===== src/rtl/dot_product_accumulator.sv =====
// dot_product_accumulator
//   Sits behind the 32x32 multiplier. It sums a programmed number of 65-bit
//   terms {carry_out, product} into an ACC_WIDTH-bit unsigned dot product.
//   Terms come in on a valid/ready port, one per cycle. The finished sum is
//   presented on a valid/ready output port.
//
//   Optional macro ACC_SATURATE_EN:
//     defined   - on overflow the accumulator sticks at all ones.
//     undefined - the accumulator wraps modulo 2^ACC_WIDTH.
//   The overflow flag is sticky in both builds.
//
// Ports
//   clk, reset            clock, async active-high reset
//   start, length         begin an operation of `length` terms (IDLE only)
//   in_valid, in_ready    term handshake
//   product, carry_out    term = {carry_out, product}
//   out_valid, out_ready  result handshake
//   result, overflow      accumulated sum, sticky overflow flag
//   busy                  high in ACCUM and DONE
module dot_product_accumulator #(
  parameter int ACC_WIDTH = 72,
  parameter int LEN_WIDTH = 8
) (
  input  logic                 clk,
  input  logic                 reset,
  input  logic                 start,
  input  logic [LEN_WIDTH-1:0] length,
  input  logic                 in_valid,
  output logic                 in_ready,
  input  logic [63:0]          product,
  input  logic                 carry_out,
  output logic                 out_valid,
  input  logic                 out_ready,
  output logic [ACC_WIDTH-1:0] result,
  output logic                 overflow,
  output logic                 busy
);

  typedef enum logic [1:0] {IDLE, ACCUM, DONE} state_t;
  typedef logic [ACC_WIDTH:0]   sum_t;
  typedef logic [ACC_WIDTH-1:0] acc_t;
  typedef logic [LEN_WIDTH-1:0] len_t;

  state_t state_q;
  acc_t   acc_q, acc_d, result_q;
  len_t   len_q, count_q;
  logic   ovf_q, ovf_d;
  logic   in_ready_q, out_valid_q, busy_q;

  sum_t   term_w, sum_w;
  logic   accept_w, last_w;

  // One extra bit on the sum captures the carry out of bit ACC_WIDTH-1.
  assign term_w   = sum_t'({carry_out, product});
  assign sum_w    = sum_t'(acc_q) + term_w;
  assign accept_w = in_valid && in_ready_q;
  assign last_w   = (count_q == len_q - len_t'(1));

  always_comb begin
    ovf_d = ovf_q | sum_w[ACC_WIDTH];
`ifdef ACC_SATURATE_EN
    // Once saturated, later terms no longer change the sum.
    if (ovf_q || sum_w[ACC_WIDTH]) acc_d = '1;
    else                           acc_d = sum_w[ACC_WIDTH-1:0];
`else
    acc_d = sum_w[ACC_WIDTH-1:0];
`endif
  end

  always_ff @(posedge clk or posedge reset) begin
    if (reset) begin
      state_q     <= IDLE;
      acc_q       <= '0;
      result_q    <= '0;
      len_q       <= '0;
      count_q     <= '0;
      ovf_q       <= 1'b0;
      in_ready_q  <= 1'b0;
      out_valid_q <= 1'b0;
      busy_q      <= 1'b0;
    end else begin
      case (state_q)
        IDLE: begin
          if (start) begin
            acc_q   <= '0;
            count_q <= '0;
            ovf_q   <= 1'b0;
            len_q   <= length;
            busy_q  <= 1'b1;
            if (length != '0) begin
              state_q    <= ACCUM;
              in_ready_q <= 1'b1;
            end else begin
              // Empty vector: result is 0, straight to the output handshake.
              state_q     <= DONE;
              out_valid_q <= 1'b1;
              result_q    <= '0;
            end
          end
        end
        ACCUM: begin
          if (accept_w) begin
            acc_q   <= acc_d;
            ovf_q   <= ovf_d;
            count_q <= count_q + len_t'(1);
            if (last_w) begin
              state_q     <= DONE;
              in_ready_q  <= 1'b0;
              out_valid_q <= 1'b1;
              result_q    <= acc_d;
            end
          end
        end
        DONE: begin
          // start here is deliberately ignored, even on the handshake cycle.
          if (out_ready) begin
            state_q     <= IDLE;
            out_valid_q <= 1'b0;
            busy_q      <= 1'b0;
          end
        end
        default: state_q <= IDLE;
      endcase
    end
  end

  assign in_ready  = in_ready_q;
  assign out_valid = out_valid_q;
  assign result    = result_q;
  assign overflow  = ovf_q;
  assign busy      = busy_q;

endmodule

===== config.mk =====
export PLATFORM = sky130hd
export DESIGN_NAME = dot_product_accumulator
export DESIGN_NICKNAME = d
export VERILOG_FILES = /design/src/rtl/dot_product_accumulator.sv
export SDC_FILE = /design/constraint.sdc
export NUM_CORES = 1
export LEC_CHECK = 0
export CORE_ASPECT_RATIO = 1.1
export CORE_MARGIN = 1.5
export CORE_UTILIZATION = 56
export DETAILED_ROUTE_END_ITERATION = 16
export PLACE_DENSITY = 0.82
export SLEW_MARGIN = 10
export SYNTH_ARGS = -nofsm -noshare
export SYNTH_HDL_FRONTEND = slang
export SYNTH_SLANG_ARGS = --single-unit

===== constraint.sdc =====
create_clock -name clk -period 6.6 [get_ports clk]
set_clock_uncertainty 0.1 [all_clocks]
set_input_delay 1.32 -clock clk [delete_from_list [all_inputs] [get_ports clk]]
set_output_delay 1.32 -clock clk [all_outputs]
set_load 0.02 [all_outputs]

Yosys cells after proc, flatten, opt, wreduce, memory -nomap -nowiden
Cells that the tools add are included.
{ "op_classes": {"n_addsub": 3, "eq_ne": 9, "n_mux": 33, "bitwise_logic": 1, "reduce_logical": 13} }
{ "ops": {"columns": ["cell", "n"], "rows": [
  ["72-bit two-way mux", 6],
  ["72-bit one-hot mux with 2 select lines", 2],
  ["72-bit by 65-bit adder with 73-bit output", 1],
  ["8-bit two-way mux", 2],
  ["8-bit one-hot mux with 2 select lines", 1],
  ["1-bit two-way mux", 12],
  ["2-bit != test (second input constant)", 6],
  ["2-bit two-way mux", 5],
  ["5-bit AND reduction", 2],
  ["8-bit by 1-bit adder with 8-bit output (second input constant)", 1],
  ["8-bit == test", 1],
  ["8-bit nonzero test", 1],
  ["8-bit by 1-bit subtractor with 8-bit output (second input constant)", 1],
  ["1-bit one-hot mux with 2 select lines", 3],
  ["2-bit one-hot mux with 3 select lines", 1],
  ["3-bit AND reduction", 2],
  ["6-bit AND reduction", 1],
  ["4-bit AND reduction", 1],
  ["2-bit nonzero test", 2],
  ["1-bit one-hot mux with 3 select lines", 1],
  ["3-bit nonzero test", 1],
  ["2-bit by 1-bit == test with 1-bit output (second input constant)", 1],
  ["2-bit == test (second input constant)", 1],
  ["2-bit zero test", 1],
  ["other kinds (3)", 3]
]} }
{ "word_totals": {"reg_bits": 166, "in_bits": 78} }

Logic depth before layout (Yosys ltp)
{ "depth": {"ltp_word": 5, "ltp_mapped": 13, "depth_no_buf": 12} }

Worst setup path after synthesis
OpenSTA, ideal clock, no wires.
{ "synth_timing": {"path_type": "input to register", "startpoint": "input product[0]", "endpoint": "register result_q[68] (netlist: result[68])", "setup_time_ps": 69, "t_arrival_ps": 3940, "setup_slack_ps": 2491, "stages": 13, "n_path_buf": 1, "path_cell_list": "ha_1 -> fa_1 -> a21o_1 -> a31o_1 -> a31oi_4 -> a2111oi_4 -> o2111ai_2 -> nand3_2 -> a41oi_2 -> o21ai_2 -> buf_6 -> or3_1 -> nand3_1"} }
{ "synth_between": {"elab_chain_len": 4} }
{ "synth_rtl": {"columns": ["item", "line", "text"], "rows": [
  ["start: declaration", "30", "input logic [63:0] product,"],
  ["72-bit by 65-bit adder with 73-bit output", "55", "assign sum_w = sum_t'(acc_q) + term_w;"],
  ["72-bit two-way mux", "106", "if (last_w) begin"],
  ["72-bit two-way mux", "102", "if (accept_w) begin"],
  ["72-bit one-hot mux with 2 select lines", "82", "case (state_q)"],
  ["end signal: assignment", "74", "result_q <= '0;"],
  ["end signal: assignment", "97", "result_q <= '0;"],
  ["end signal: assignment", "110", "result_q <= acc_d;"],
  ["end: declaration", "45", "acc_t acc_q, acc_d, result_q;"]
]} }
No other way between the ends. The select of a mux whose other input is x is not followed.
A chain may end at the register's enable or synchronous reset.

Worst setup path after layout
{ "layout_timing": {"startpoint": "input product[16]", "endpoint": "register acc_q[70]"} }
{ "layout_between": {"elab_chain_len": 3} }
{ "layout_rtl": {"columns": ["item", "line", "text"], "rows": [
  ["72-bit by 65-bit adder with 73-bit output", "55", null],
  ["72-bit two-way mux", "102", null],
  ["72-bit one-hot mux with 2 select lines", "82", null],
  ["end signal: assignment", "73", "acc_q <= '0;"],
  ["end signal: assignment", "85", "acc_q <= '0;"],
  ["end signal: assignment", "103", "acc_q <= acc_d;"],
  ["end: declaration", "45", null]
]} }
No other way between the ends. The select of a mux whose other input is x is not followed.

==> impl_summary.md <==
Placed design
The total of buffers placed on input and output ports is 153. At the placement stage, the worst setup path has a slack of 1.666 ns. The weighted congestion reported at the end of routability-driven placement is 0.9827.

Summing all placed instances gives a cell area of 12360 um2. The post-detailed-placement half-perimeter wirelength is 20880 um.

Logic synthesis
After synthesis, the most frequently instantiated cells are sky130_fd_sc_hd__nand2_1, sky130_fd_sc_hd__dfrtp_1, sky130_fd_sc_hd__o21ai_0. Summed over all instances, the cell type with the most area after synthesis is sky130_fd_sc_hd__dfrtp_1. The post-synthesis area per instance is 8.414 um2. Yosys mapped the design onto 71 distinct sky130hd cell types. The proportion of register bits with asynchronous set or reset after synthesis is 1.000. For this run, the register share of the synthesized area comes to 0.3878. Of the post-synthesis cell area, the dominant cell type holds 0.3878. The number of synthesized flops with an enable pin is 0. The netlist area before placement is 10710 um2. The number of warnings issued by yosys is 0. Among all flip-flop cells after synthesis, the most frequent one is sky130_fd_sc_hd__dfrtp_1. After synthesis, the cell types taking the most area are sky130_fd_sc_hd__dfrtp_1, sky130_fd_sc_hd__nand2_1, sky130_fd_sc_hd__ha_1. The synthesized instance count is 1273. By instance count, the leading cell after synthesis is sky130_fd_sc_hd__nand2_1. The post-synth net total is 1422.

After synthesis the netlist holds a flip-flop and latch count of 166.

Clock tree
The number of cells upsized or downsized after cts is 0. The root buffer cell is sky130_fd_sc_hd__clkbuf_16. Clock-pin slew was measured on the worst setup and hold paths at 0.06 ns. The clock sink total is 166. Counting the buffers created by CTS gives 17. Buffers inserted to repair hold after CTS numbered 0. The later-pin clock latency in the skew report is 0.44 ns.

In this run the number of H-tree levels came out at 4. The CTS tree is done. After clock tree synthesis, the setup repair step added 0 buffers.

The deepest clock path buffer count is 2.

Die
For this design the top-level I/O count stands at 154. The area of the die is 19970 um2. The initial standard-cell utilization of the core is 0.5777. The die extent in x is 134.9 um. The vertical die dimension is 148.1 um.

The number of rows in the core area is 52. The core outline area is 18540 um2.

Hold path
The worst min-delay path class is reg2reg. The worst hold path was traced through 2 stages.

STA
After routing, the total negative slack on setup checks comes to 0 ns. The total of endpoints with negative setup slack in the final report is 0. Timing would allow up to 0.2210 GHz. The worst hold margin is 0.3783 ns. Setup repair after global routing left no endpoint under its margin. The headroom to the max-slew limit is 0.3463. The final count of pins violating max slew is 0. The minimum clock period is 4.526 ns. The post-route worst setup slack is 2.074 ns. The hold violation count in the final report is 0. Of the available clock period, the critical path in the final layout requires 0.6857.

The transition at the pin with the smallest max-transition slack is 0.9558 ns.

Routing
In the routed design, unresolved DRC markers number 0. The final route contains 9826 vias. The DRC marker count from the first detailed-route iteration is 772. In this run the remaining antenna-violating nets after routing total 0.

After detailed routing, the total wire length is 28190 um. The wire length per cell is 17.13 um. The first detailed-routing pass took 5 iterations.

After detailed routing, the number of vias per cell comes to 5.970.

Cells and area
The net count of the finished layout is 1539. The number of diodes added for antenna fixing is 0. Of the cells placed in the final design, the portion with a size suffix greater than 1 is 0.04704.

From synthesis to final layout, the design area changed by 21.63%. The final instance area is 13030 um2.

GRT
Entering global routing, the biggest net connects 95 pins. The wire length of the first global-routing pass is 46710 um. The global-route congestion overflow total is 0. The via count of the first global-routing pass is 9585.

The total track usage is 0.2920. The initial antenna violation count is 0.

Run
Max-cap violations in this run came to 0.

Critical path
The critical path in this run is classified as in2reg. Of all nets on the critical path, the largest fanout is 11. The largest single stage delay on the critical path is 0.59 ns.

The number of cells on the worst reg-to-reg path is 8. For the worst setup path, the data required time is 6.82 ns. The library cell contributing the largest single delay on the critical path is sky130_fd_sc_hd__nor3_1. The data arrival time of the critical path is 4.75 ns. The worst setup path is launched from an input port. The most numerous cell on the critical path is sky130_fd_sc_hd__nand2_1.

Traced cell by cell, the critical path runs through clkdlybuf4s50_1, ha_1, nand2_1, o21ai_0, a21oi_1, nor3_1, o2111ai_2, nand3_2, a41oi_2, o21ai_2, nand2_1, a221o_1. STA classifies the critical path endpoint as a flip-flop.

Pwr
The share of total power dissipated in sequential elements is 0.280. The share of power burned in combinational logic is 0.513. In this run the static leakage power is 5.763 nW. The internal portion of total power is 3.103 mW. Power spread over the standard cell area amounts to 422.1 nW/um2.

The switching share of power is 0.4358. Of the total power, the clock network draws 0.208. VDD sags by at most 0.2953 mV. The analysis attributes to net switching a power of 2.397 mW.

Run status
The flow ran to the end, and the final reports show no timing, DRC or antenna violations.
-- cell type report --
type / instances / area (um2)
well taps: 243 / 304.0
clock inverters: 11 / 221.5
inverters: 31 / 121.4
repair buffers: 159 / 1577
fillers: 1526 / 5514
multi-input cells: 1015 / 6201
flip-flops and latches: 166 / 4154
clock buffers: 21 / 450.4
-- layout by cell type (no fill, tap or decap), drive strengths merged, types with 4 or more instances in the layout --
cell,instances
nand3,21
clkbuf,21
o21bai,14
nor2,74
a211oi,6
or3,7
o21a,7
and2,6
a21oi,97
xnor2,49
o31ai,14
dfrtp,166
inv,31
xor2,31
a21boi,6
a31oi,14
buf,6
nand2,262
ha,70
nand4,24
o21ai,173
and3,12
nor2b,5
mux2i,4
nor4,7
bufinv,6
a2111oi,4
mux2,15
a22o,8
o211ai,9
a21o,25
a221o,4
nor3,13
clkdlybuf4s50,153
-- kinds of logic (layout without fill, tap and decap cells) --
kind of cell | Yosys count | count (layout) | synth area share
xor+xnor | 80 | 80 | 0.06541
buf+inv | 92 | 222 | 0.03504
mux | 19 | 19 | 0.01951
simple gates | 447 | 447 | 0.1819
compound gates | 398 | 398 | 0.2267
fa+ha+maj | 71 | 71 | 0.08364
flops | 166 | 166 | 0.3878
-- state kept, by name, summed over array words and instances, names as in the netlist --
signal / cells
state_q: 2
busy: 1
acc_q: 72
len_q: 8
in_ready: 1
count_q: 8
overflow: 1
out_valid: 1
result: 72
-- final timing paths --
check / startpoint / endpoint / slack (ns)
hold reg to reg: result[51]$_DFFE_PP0P_ / result[51]$_DFFE_PP0P_ / 0.38
setup / recovery: product[16] / acc_q[70]$_DFFE_PP0P_ / 2.07
hold / removal: result[51]$_DFFE_PP0P_ / result[51]$_DFFE_PP0P_ / 0.38
setup reg to reg: len_q[0]$_DFFE_PP0P_ / result[20]$_DFFE_PP0P_ / 2.86
min in group asynchronous: reset / acc_q[8]$_DFFE_PP0P_ / 1.23
max in group asynchronous: reset / result[70]$_DFFE_PP0P_ / 3.98
-- metal layers --
layer	track usage	vias up	part of all wire
met3	0.03613	62	0.057
met5	0	-	0
met2	0.4805	367	0.48
met1	0.3903	4663	0.43
li1	-	4734	-
met4	0.1253	0	0.032
-- through the flow --
step	cells	util	power (mW)
global route	1646	0.7026	5.892
floorplan	1273	-	3.484
detailed placement	1614	0.6664	4.346
CTS	1646	0.7026	5.502
finish	1646	0.7026	5.500
global placement	1614	0.6664	4.272
-- critical path: cells and delay by family --
family,cells,cell delay (ns)
compound gates,6,1.56
fa+ha+maj,1,0.40
buf+inv,1,0.43
simple gates,4,1.02
-- power groups by stage --
stage | clock network [mW] | registers (mW) | logic (mW)
floorplan | 0 | 1.71 | 1.78
global placement | 0 | 1.54 | 2.73
detailed placement | 0 | 1.56 | 2.79
CTS | 1.15 | 1.54 | 2.81
global route | 1.19 | 1.58 | 3.13
finish | 1.14 | 1.54 | 2.82
Power figures use the tool's default switching activity.
